## config.mk

```make
export PLATFORM = sky130hd
export DESIGN_NAME = sym_fir_serial
export DESIGN_NICKNAME = d
export VERILOG_FILES = /design/src/rtl/sym_fir_serial_pkg.sv /design/src/rtl/sym_fir_serial_mac_unit.sv /design/src/rtl/sym_fir_serial.sv
export SDC_FILE = /design/constraint.sdc
export NUM_CORES = 2
export LEC_CHECK = 0
export CORE_ASPECT_RATIO = 1.2
export CORE_MARGIN = 2
export CORE_UTILIZATION = 58
export DETAILED_ROUTE_END_ITERATION = 10
export PLACE_DENSITY = 0.86
export SYNTH_ARGS = -nofsm -noshare
export SYNTH_HDL_FRONTEND = slang
export SYNTH_SLANG_ARGS = --single-unit
```

## constraint.sdc

```tcl
create_clock -name clk -period 9.6 [get_ports clk]
set_clock_uncertainty 0.2 [all_clocks]
set_input_delay 1.44 -clock clk [delete_from_list [all_inputs] [get_ports clk]]
set_output_delay 1.44 -clock clk [all_outputs]
set_load 0.01 [all_outputs]
```

## src/rtl/sym_fir_serial_pkg.sv

```systemverilog
// Shared definitions for the serial symmetric FIR: default widths, FSM encoding,
// width helper functions and the default 63-tap band coefficient set.
package sym_fir_serial_pkg;

  localparam int DEF_DATA_W = 16;
  localparam int DEF_COEF_W = 16;

  typedef enum logic [1:0] {
    ST_IDLE  = 2'd0,
    ST_MAC   = 2'd1,
    ST_ROUND = 2'd2,
    ST_OUT   = 2'd3
  } state_e;

  function automatic int clog2_int(input int value);
    int r;
    r = 0;
    for (int i = 0; i < 32; i++) begin
      if ((1 << r) < value) r++;
    end
    return r;
  endfunction

  // Pre-add adds one bit, the product adds COEF_W, and HALF sums add clog2(HALF).
  function automatic int acc_width(input int data_w, input int coef_w, input int half);
    return data_w + 1 + coef_w + clog2_int(half);
  endfunction

  // Outer tap (index 0) to centre tap (index 31), Q1.15; consumed by the coefficient loader.
  localparam logic signed [15:0] BAND_COEFS [32] = '{
    -16'sd12,  -16'sd15,  -16'sd18,  -16'sd20,  -16'sd19,  -16'sd14,  -16'sd4,   16'sd12,
     16'sd33,   16'sd57,   16'sd80,   16'sd98,   16'sd105,  16'sd97,   16'sd68,   16'sd15,
    -16'sd62,  -16'sd158, -16'sd262, -16'sd358, -16'sd428, -16'sd449, -16'sd401, -16'sd263,
    -16'sd23,   16'sd320,  16'sd754,  16'sd1255, 16'sd1788, 16'sd2310, 16'sd2777, 16'sd3143
  };

endpackage

```

## src/rtl/sym_fir_serial_mac_unit.sv

```systemverilog
// Datapath for one folded tap pair: pre-adder, single multiplier and the
// full-precision accumulator with synchronous clear and accumulate enable.
module fir_mac_unit
  import sym_fir_serial_pkg::*;
#(
  parameter int DATA_W = DEF_DATA_W,
  parameter int COEF_W = DEF_COEF_W,
  parameter int ACC_W  = acc_width(DEF_DATA_W, DEF_COEF_W, 32)
) (
  input  logic                     clk,
  input  logic                     rst_n,
  input  logic                     clr_i,
  input  logic                     acc_en_i,
  input  logic                     fold_i,
  input  logic signed [DATA_W-1:0] x_a_i,
  input  logic signed [DATA_W-1:0] x_b_i,
  input  logic signed [COEF_W-1:0] coef_i,
  output logic signed [ACC_W-1:0]  acc_o
);

  localparam int PROD_W = DATA_W + 1 + COEF_W;

  logic signed [DATA_W:0]   pre_add;
  logic signed [PROD_W-1:0] prod;
  logic signed [ACC_W-1:0]  acc_q;

  // NOTE: every variable gets a full default assignment first so no path leaves it unassigned (no latch).
  always_comb begin
    pre_add = (DATA_W + 1)'(x_a_i);
    if (fold_i) pre_add = pre_add + (DATA_W + 1)'(x_b_i);
    prod = PROD_W'(pre_add) * PROD_W'(coef_i);
  end

  // NOTE: sequential state uses non-blocking assignments so all registers update from pre-edge values.
  always_ff @(posedge clk or negedge rst_n) begin
    if (!rst_n) begin
      acc_q <= '0;
    end else if (clr_i) begin
      acc_q <= '0;
    end else if (acc_en_i) begin
      acc_q <= acc_q + ACC_W'(prod);
    end
  end

  assign acc_o = acc_q;

endmodule

```

## src/rtl/sym_fir_serial.sv

```systemverilog
// Time-multiplexed symmetric FIR for one equalizer band: one MAC per folded tap
// pair, runtime-loadable coefficients, rounded and saturated output.
module sym_fir_serial
  import sym_fir_serial_pkg::*;
#(
  parameter int NUM_TAPS = 63,
  parameter int DATA_W   = DEF_DATA_W,
  parameter int COEF_W   = DEF_COEF_W,
  parameter int ADDR_W   = 6
) (
  input  logic                     clk,
  input  logic                     rst,
  input  logic                     clk_enable,
  input  logic signed [DATA_W-1:0] filter_in,
  input  logic                     in_valid,
  output logic                     in_ready,
  input  logic                     coef_we,
  input  logic [ADDR_W-1:0]        coef_addr,
  input  logic signed [COEF_W-1:0] coef_wdata,
  output logic signed [DATA_W-1:0] filter_out,
  output logic                     out_valid
);

  localparam int HALF  = (NUM_TAPS + 1) / 2;
  localparam int ACC_W = acc_width(DATA_W, COEF_W, HALF);

  localparam logic [ADDR_W-1:0]      K_LAST = ADDR_W'(HALF - 1);
  localparam logic signed [ACC_W-1:0] RND   = {{(ACC_W-COEF_W+1){1'b0}}, 1'b1, {(COEF_W-2){1'b0}}};
  localparam logic signed [ACC_W-1:0] Y_MAX = {{(ACC_W-DATA_W+1){1'b0}}, {(DATA_W-1){1'b1}}};
  localparam logic signed [ACC_W-1:0] Y_MIN = {{(ACC_W-DATA_W+1){1'b1}}, {(DATA_W-1){1'b0}}};

  state_e                   state_q;
  logic [ADDR_W-1:0]        k_q;
  logic signed [DATA_W-1:0] x_q    [NUM_TAPS];
  logic signed [COEF_W-1:0] coef_q [HALF];
  logic signed [DATA_W-1:0] filter_out_q;

  logic                     accept;
  logic                     coef_wr;
  logic                     fold;
  logic signed [DATA_W-1:0] x_a;
  logic signed [DATA_W-1:0] x_b;
  logic signed [COEF_W-1:0] coef_sel;
  logic signed [ACC_W-1:0]  acc;
  logic signed [ACC_W-1:0]  rnd_sum;
  logic signed [ACC_W-1:0]  y_wide;
  logic signed [DATA_W-1:0] y_sat;

  assign in_ready   = (state_q == ST_IDLE) || (state_q == ST_OUT);
  assign out_valid  = (state_q == ST_OUT);
  assign filter_out = filter_out_q;
  assign accept     = clk_enable && in_valid && in_ready;
  assign coef_wr    = clk_enable && coef_we && in_ready;
  assign fold       = (k_q != K_LAST);

  // Tap k pairs with its mirror NUM_TAPS-1-k; the compare chain avoids indexing past the array.
  always_comb begin
    x_a      = '0;
    x_b      = '0;
    coef_sel = '0;
    for (int i = 0; i < HALF; i++) begin
      if (k_q == ADDR_W'(i)) begin
        x_a      = x_q[i];
        x_b      = x_q[NUM_TAPS-1-i];
        coef_sel = coef_q[i];
      end
    end
  end

  fir_mac_unit #(
    .DATA_W (DATA_W),
    .COEF_W (COEF_W),
    .ACC_W  (ACC_W)
  ) u_mac (
    .clk      (clk),
    .rst_n    (rst),
    .clr_i    (accept),
    .acc_en_i (clk_enable && (state_q == ST_MAC)),
    .fold_i   (fold),
    .x_a_i    (x_a),
    .x_b_i    (x_b),
    .coef_i   (coef_sel),
    .acc_o    (acc)
  );

  // Round half up toward +inf, then clamp to the output range.
  always_comb begin
    rnd_sum = acc + RND;
    y_wide  = rnd_sum >>> (COEF_W - 1);
    if (y_wide > Y_MAX)      y_sat = Y_MAX[DATA_W-1:0];
    else if (y_wide < Y_MIN) y_sat = Y_MIN[DATA_W-1:0];
    else                     y_sat = y_wide[DATA_W-1:0];
  end

  // NOTE: the delay line and coefficient bank are reset on purpose, so they stay flops rather than RAM.
  always_ff @(posedge clk or negedge rst) begin
    if (!rst) begin
      for (int i = 0; i < NUM_TAPS; i++) x_q[i] <= '0;
    end else if (accept) begin
      x_q[0] <= filter_in;
      for (int i = 1; i < NUM_TAPS; i++) x_q[i] <= x_q[i-1];
    end
  end

  // Addresses at or above HALF match no entry and are dropped.
  always_ff @(posedge clk or negedge rst) begin
    if (!rst) begin
      for (int i = 0; i < HALF; i++) coef_q[i] <= '0;
    end else begin
      for (int i = 0; i < HALF; i++) begin
        if (coef_wr && (coef_addr == ADDR_W'(i))) coef_q[i] <= coef_wdata;
      end
    end
  end

  always_ff @(posedge clk or negedge rst) begin
    if (!rst) begin
      state_q      <= ST_IDLE;
      k_q          <= '0;
      filter_out_q <= '0;
    end else if (clk_enable) begin
      unique case (state_q)
        ST_IDLE: begin
          if (in_valid) begin
            state_q <= ST_MAC;
            k_q     <= '0;
          end
        end
        ST_MAC: begin
          if (k_q == K_LAST) state_q <= ST_ROUND;
          else               k_q     <= k_q + ADDR_W'(1);
        end
        ST_ROUND: begin
          filter_out_q <= y_sat;
          state_q      <= ST_OUT;
        end
        ST_OUT: begin
          if (in_valid) begin
            state_q <= ST_MAC;
            k_q     <= '0;
          end else begin
            state_q <= ST_IDLE;
          end
        end
        default: state_q <= ST_IDLE;
      endcase
    end
  end

endmodule

```

# ---- Word-level counts from Yosys, hierarchy flattened
# Index checks and enable logic that the tools add are counted.
dict set report totals {
  ff_bits 1582
  output_inout_bits 18
  elab_cells 331
}
dict set report op_classes {
  n_addsub 4
  n_mul 1
  n_lt_le_gt_ge 2
  n_eq_ne 70
  n_mux 108
  n_reduce_logical 47
}
# cell n
set ops {}
lappend ops {{2-to-1 mux 16 bit} 98}
lappend ops {{== test 6 x 5 -> 1 bit (second input constant)} 32}
lappend ops {{== test 6 x 4 -> 1 bit (second input constant)} 16}
lappend ops {{2-to-1 mux 38 bit} 2}
lappend ops {{== test 6 x 3 -> 1 bit (second input constant)} 8}
lappend ops {{adder 38 x 16 -> 38 bit (second input constant)} 1}
lappend ops {{adder 38 x 33 -> 38 bit} 1}
lappend ops {{logical AND 1 bit} 37}
lappend ops {{multiplier 17 x 16 -> 33 bit} 1}
lappend ops {{== test 6 x 2 -> 1 bit (second input constant)} 4}
lappend ops {{greater-than comparator 23 x 16 -> 1 bit (second input constant)} 1}
lappend ops {{< comparator 23 x 16 -> 1 bit (second input constant)} 1}
lappend ops {{adder 16 x 16 -> 17 bit} 1}
lappend ops {{2-to-1 mux 17 bit} 1}
lappend ops {{== test 6 x 1 -> 1 bit (second input constant)} 2}
lappend ops {{zero test 6 bit} 2}
lappend ops {{2-to-1 mux 6 bit} 2}
lappend ops {{one-hot mux 6 bit (2 select lines)} 1}
lappend ops {{one-hot mux 2 bit (4 select lines)} 1}
lappend ops {{adder 6 x 1 -> 6 bit (second input constant)} 1}
lappend ops {{inequality test 2 bit (second input constant)} 3}
lappend ops {{inequality test 6 x 5 -> 1 bit (second input constant)} 1}
lappend ops {{== test 2 bit (second input constant)} 2}
lappend ops {{2-to-1 mux 2 bit} 2}
lappend ops {{other kinds (10)} 11}

# ---- Longest topological paths before layout
dict set report logic_depth {
  ltp_word 39
  ltp_mapped 50
  mapped_depth_nobuf 46
}

# ---- Modules after synthesis
# Synthesis repeated with hierarchy kept, for this count alone.
dict set report unflattened {
  hier_cells 9122
  hier_area_um2 85052.8
}
# mod n_inst cells_each area_each_um2 seq_area_each_um2
set modules_own_cells {}
lappend modules_own_cells {sym_fir_serial 1 7493 70177.3 38637.1}
lappend modules_own_cells {fir_mac_unit 1 1629 14875.5 950.9}

# ---- Worst setup path before layout
# OpenSTA, ideal clock, no wires.
dict set report synth_path {
  path_type {flip-flop to flip-flop}
  start {register k_q[1]}
  end {register u_mac.acc_q[37] (netlist: u_mac.acc_o[37])}
  setup_ps 121
  arrival_time_ps 10114
  required_time_ps 9279
  path_slack_ps -835
  path_stages_with_launch 46
  path_buffers 5
  synth_period_minus_slack_ps 10435
  path_cell_list {dfrtp_1 > inv_1 > ha_1 > clkbuf_1 > clkbuf_1 > nand3_1 > clkbuf_1 > nor2_1 > clkbuf_1 > clkbuf_1 > a21oi_1 > a31oi_1 > a221oi_1 > nand2_1 > ha_1 > inv_1 > fa_1 > nor2b_1 > [... 10 more ...] > fa_1 > fa_1 > inv_1 > fa_1 > inv_1 > fa_1 > inv_1 > ha_1 > o21a_1 > a21oi_1 > a21o_1 > o211a_1 > o2111ai_1 > a31oi_1 > nand2_1 > a41oi_1 > xor2_1 > a22o_1}
}
dict set report synth_between {
  elab_chain_cells 39
}
# element line_no
set synth_rtl {}
lappend synth_rtl {{from (decl)} sym_fir_serial.sv:33} ;# logic [ADDR_W-1:0] k_q;
lappend synth_rtl {{from (signal assigned)} sym_fir_serial.sv:131} ;# else k_q <= k_q + ADDR_W'(1);
lappend synth_rtl {{zero test 6 bit} sym_fir_serial.sv:62} ;# if (k_q == ADDR_W'(i)) begin
lappend synth_rtl {{2-to-1 mux 16 bit (32 in a row)} sym_fir_serial.sv:62}
lappend synth_rtl {{adder 16 x 16 -> 17 bit} sym_fir_serial_mac_unit.sv:30} ;# if (fold_i) pre_add = pre_add + (DATA_W + 1)'(x_b_i);
lappend synth_rtl {{2-to-1 mux 17 bit} sym_fir_serial_mac_unit.sv:30}
lappend synth_rtl {{multiplier 17 x 16 -> 33 bit (*)} sym_fir_serial_mac_unit.sv:31} ;# prod = PROD_W'(pre_add) * PROD_W'(coef_i);
lappend synth_rtl {{adder 38 x 33 -> 38 bit (*)} sym_fir_serial_mac_unit.sv:41} ;# acc_q <= acc_q + ACC_W'(prod);
lappend synth_rtl {{2-to-1 mux 38 bit (*)} sym_fir_serial_mac_unit.sv:40} ;# end else if (acc_en_i) begin
lappend synth_rtl {{2-to-1 mux 38 bit (*)} sym_fir_serial_mac_unit.sv:38} ;# end else if (clr_i) begin
lappend synth_rtl {{to (signal assigned)} sym_fir_serial_mac_unit.sv:41}
lappend synth_rtl {{to (decl)} sym_fir_serial_mac_unit.sv:25} ;# logic signed [ACC_W-1:0] acc_q;
# Every way passes the cells marked *; elsewhere a longest branch is shown, timed or not. The select of a mux whose other input is x is not followed.
# A chain may end at the register's enable or synchronous reset.

# ---- Final worst setup path
dict set report layout_path {
  start {register k_q[5]}
  end {register u_mac.acc_q[37] (netlist: u_mac.acc_o[37])}
}
# Same word-level chain as after synthesis.

==> metrics <==
first-pass detailed-route iteration total=6; critical path startpoint=k_q[5]; proportion of synthesized chip area in sequential cells=about 47%; net count after synthesis=approximately 9600; sum of routed wire length over all layers=266300 um; maximum operating frequency=about 94 MHz; synth top area cells=sky130_fd_sc_hd__dfrtp_1 47%, sky130_fd_sc_hd__nand2_1 15%, sky130_fd_sc_hd__fa_1 7.9%; slew of the pin with the lowest slew margin=~1500 ps; post-route clock period utilization=111.3%; routability-driven placement congestion ratio=a little under 1; clock tree from TritonCTS=done; Worst Hold Class=reg2reg; NumNets Final=about 10000; total non-filler cell area in the finished layout=100100 um^2; Setup CP Type=reg2reg; number of antenna violations at the first check in global routing=13; category of cells accounting for the largest share of critical-path delay=adder cells; fin. max-slew vios=0; Syn Inst Count=between 9000 and 10000; residual overflow from global routing=0; number of buffers inserted during clock tree synthesis=about 160; run status=finished with violations; clock net sink count=~1600; hold path startpoint=x_q[697]; number of placement rows=153; final hold violation count=0; violations in the final reports=setup timing; EDFF count, synth=0; Longest Clk Path Bufs=3; top-area cell type share of the netlist area=46.91%; largest net degree at the start of global routing=270; startpoint of the worst-slack reg-to-reg timing path=k_q[5]; wire length of the first global-routing pass=roughly 420000 um; cell type contributing the most total cell area after synthesis=sky130_fd_sc_hd__dfrtp_1; setup repair after global routing missed its margin=true; worst slew margin relative to its limit=less than 1%; Startpoint Class=register; cell with the most instances after synthesis=sky130_fd_sc_hd__nand2_1; buffers and inverters on the worst path=9; vias in the first global route=about 74000; post-layout util=~70%; minimum setup slack after placement=-1574 ps; largest fanout of any net on the critical path=6; placed cell area=about 93000 um^2; crit path DAT=~11000 ps; starting density of the core=roughly 58%; global-route usage over all layers=between 30% and 40%; Vias/cell=roughly 6; MaxCap Viol Count=0; die outline area=148600 um^2; count of different cell masters after synthesis=101; FILL cells=around 10000; die height=~420 um; least setup slack across all paths after layout=-1083 ps; Worst-path clk slew=around 70 ps; antenna-violating nets left=0; delay of the slowest cell on the worst path=650 ps; cell with the largest stage delay on the worst path=sky130_fd_sc_hd__fa_2; mean post-synth cell area=around 9 um^2; required time reported for the critical path endpoint=slightly above 10000 ps; clock root buffer=sky130_fd_sc_hd__clkbuf_16; sequential standard cell area=between 30000 and 40000 um^2; Synth Flop Type=sky130_fd_sc_hd__dfrtp_1; share of synthesized flip-flops with an asynchronous set or reset=100.0%; endpoint class of the critical path=register; top-level I/O count=61; latest clock arrival within the worst-skew pair=830 ps; CTS H-Tree Depth=4; quantity of I/O buffers inserted on ports=60; detailed-route DRC error count=0; share of post-route cells with drive strength above 1=between 20% and 30%; detail-routed net length per standard cell=~23 um; HPWL Detailed=~180000 um; flop and latch count out of synthesis=~1600; min cycle time layout=roughly 11000 ps; number of failing setup endpoints in the final timing report=24; Hold WS=275.6 ps; Syn-to-layout area delta=18.62%; cell type with the highest occurrence count on the critical path=sky130_fd_sc_hd__fa_2; Die Width=352.2 um; count of warnings emitted by yosys=0; number of DRC markers after the initial detailed-route iteration=9203; number of hold-repair buffers added at the cts stage=0; area occupied by multi-input gates=42260 um^2; via count=around 72000; most frequent cells after synthesis=3360 x sky130_fd_sc_hd__nand2_1, 1582 x sky130_fd_sc_hd__dfrtp_1, 512 x sky130_fd_sc_hd__mux2_2; floorplan core area=144700 um^2; netlist area before placement=84390 um^2
==> worst min-delay path, stage by stage (launching register included) <==
cell                      delay [ps]
sky130_fd_sc_hd__dfrtp_1         360
sky130_fd_sc_hd__nand2_1          60
sky130_fd_sc_hd__nand2_1          50
==> sequential cells by signal, indices dropped and copies added, names as in the netlist <==
name	flops
coef_q	512
filter_out	16
k_q	6
state_q	2
u_mac.acc_o	38
x_q	1008
==> metal layers <==
metal / global-route usage, % / part of all wire (%) / up-vias
met4: 24.13 / 7.9 / 6
met5: 0 / 0.014 / -
li1: - / - / 31590
met3: 7.109 / 8.2 / 1084
met1: 43.11 / 36 / 35870
met2: 57.71 / 48 / 3811
==> cell families after synthesis <==
kind of cell	count (synthesis)	synth area share, %
xor gates and xnor gates	66	0.6850
AOI/OAI and AO/OA	1363	11.55
muxes	514	6.856
adders and majority gates	472	9.978
and+or+nand+nor	4089	19.28
DFF	1582	46.91
buffers and inverters	1033	4.739
==> metrics by stage <==
step / TNS, ps / cells
finish: -17810 / 11820
floorplan: -1667 / 9119
CTS: -14480 / 11800
global placement: -25280 / 11470
global route: -25450 / 11810
detailed placement: -28190 / 11470
==> placed cells by master (no fill, tap or decap), drive strengths merged, types with 11 or more instances in the layout <==
cell type / count
nand2: 3361
dfrtp: 1582
buf: 995
mux2: 512
inv: 453
fa: 335
nor2: 327
clkbuf: 236
o21ai: 226
a21oi: 215
a221oi: 159
o22ai: 141
ha: 137
nor3: 113
a22oi: 112
a221o: 84
nand3: 72
o221ai: 68
and2: 62
a22o: 61
o211ai: 60
clkdlybuf4s50: 57
xnor2: 44
a21o: 37
a31oi: 33
a211oi: 32
clkinv: 32
and3: 27
nand2b: 24
xor2: 22
a211o: 21
nor2b: 20
nand4: 18
o31ai: 17
o21a: 14
o2111ai: 11
or3: 11
a2111oi: 11
==> final cells by class <==
| class | count | share of cell area, % |
|---|---|---|
| Clock buffer | 234 | 4.677 |
| Tap cell | 1937 | 2.421 |
| Multi-Input combinational cell | 6504 | 42.22 |
| Inverter | 445 | 1.669 |
| Antenna cell | 2 | 0.005000 |
| Timing Repair Buffer | 1054 | 8.802 |
| Clock inverter | 57 | 0.6562 |
| Sequential cell | 1582 | 39.55 |
==> final timing paths <==
kind,end,slack (ps),depth (start not counted)
max reg2reg,u_mac.acc_o[37],-1080,43
max in group asynchronous,x_q[989],6450,3
min,x_q[681],280,2
min reg2reg,x_q[681],280,2
max,u_mac.acc_o[37],-1080,43
min in group asynchronous,x_q[557],420,1
==> repair_timing <==
action                     CTS  global route
pin swaps                  146            65
gates resized for setup    234            76
setup endpoints to repair   28            29
setup buffers               50            12
cloned                       1             0
Power is left out: the tool's default activity adds up to more than one toggle a clock period on the data nets, which glitch-free logic cannot reach.
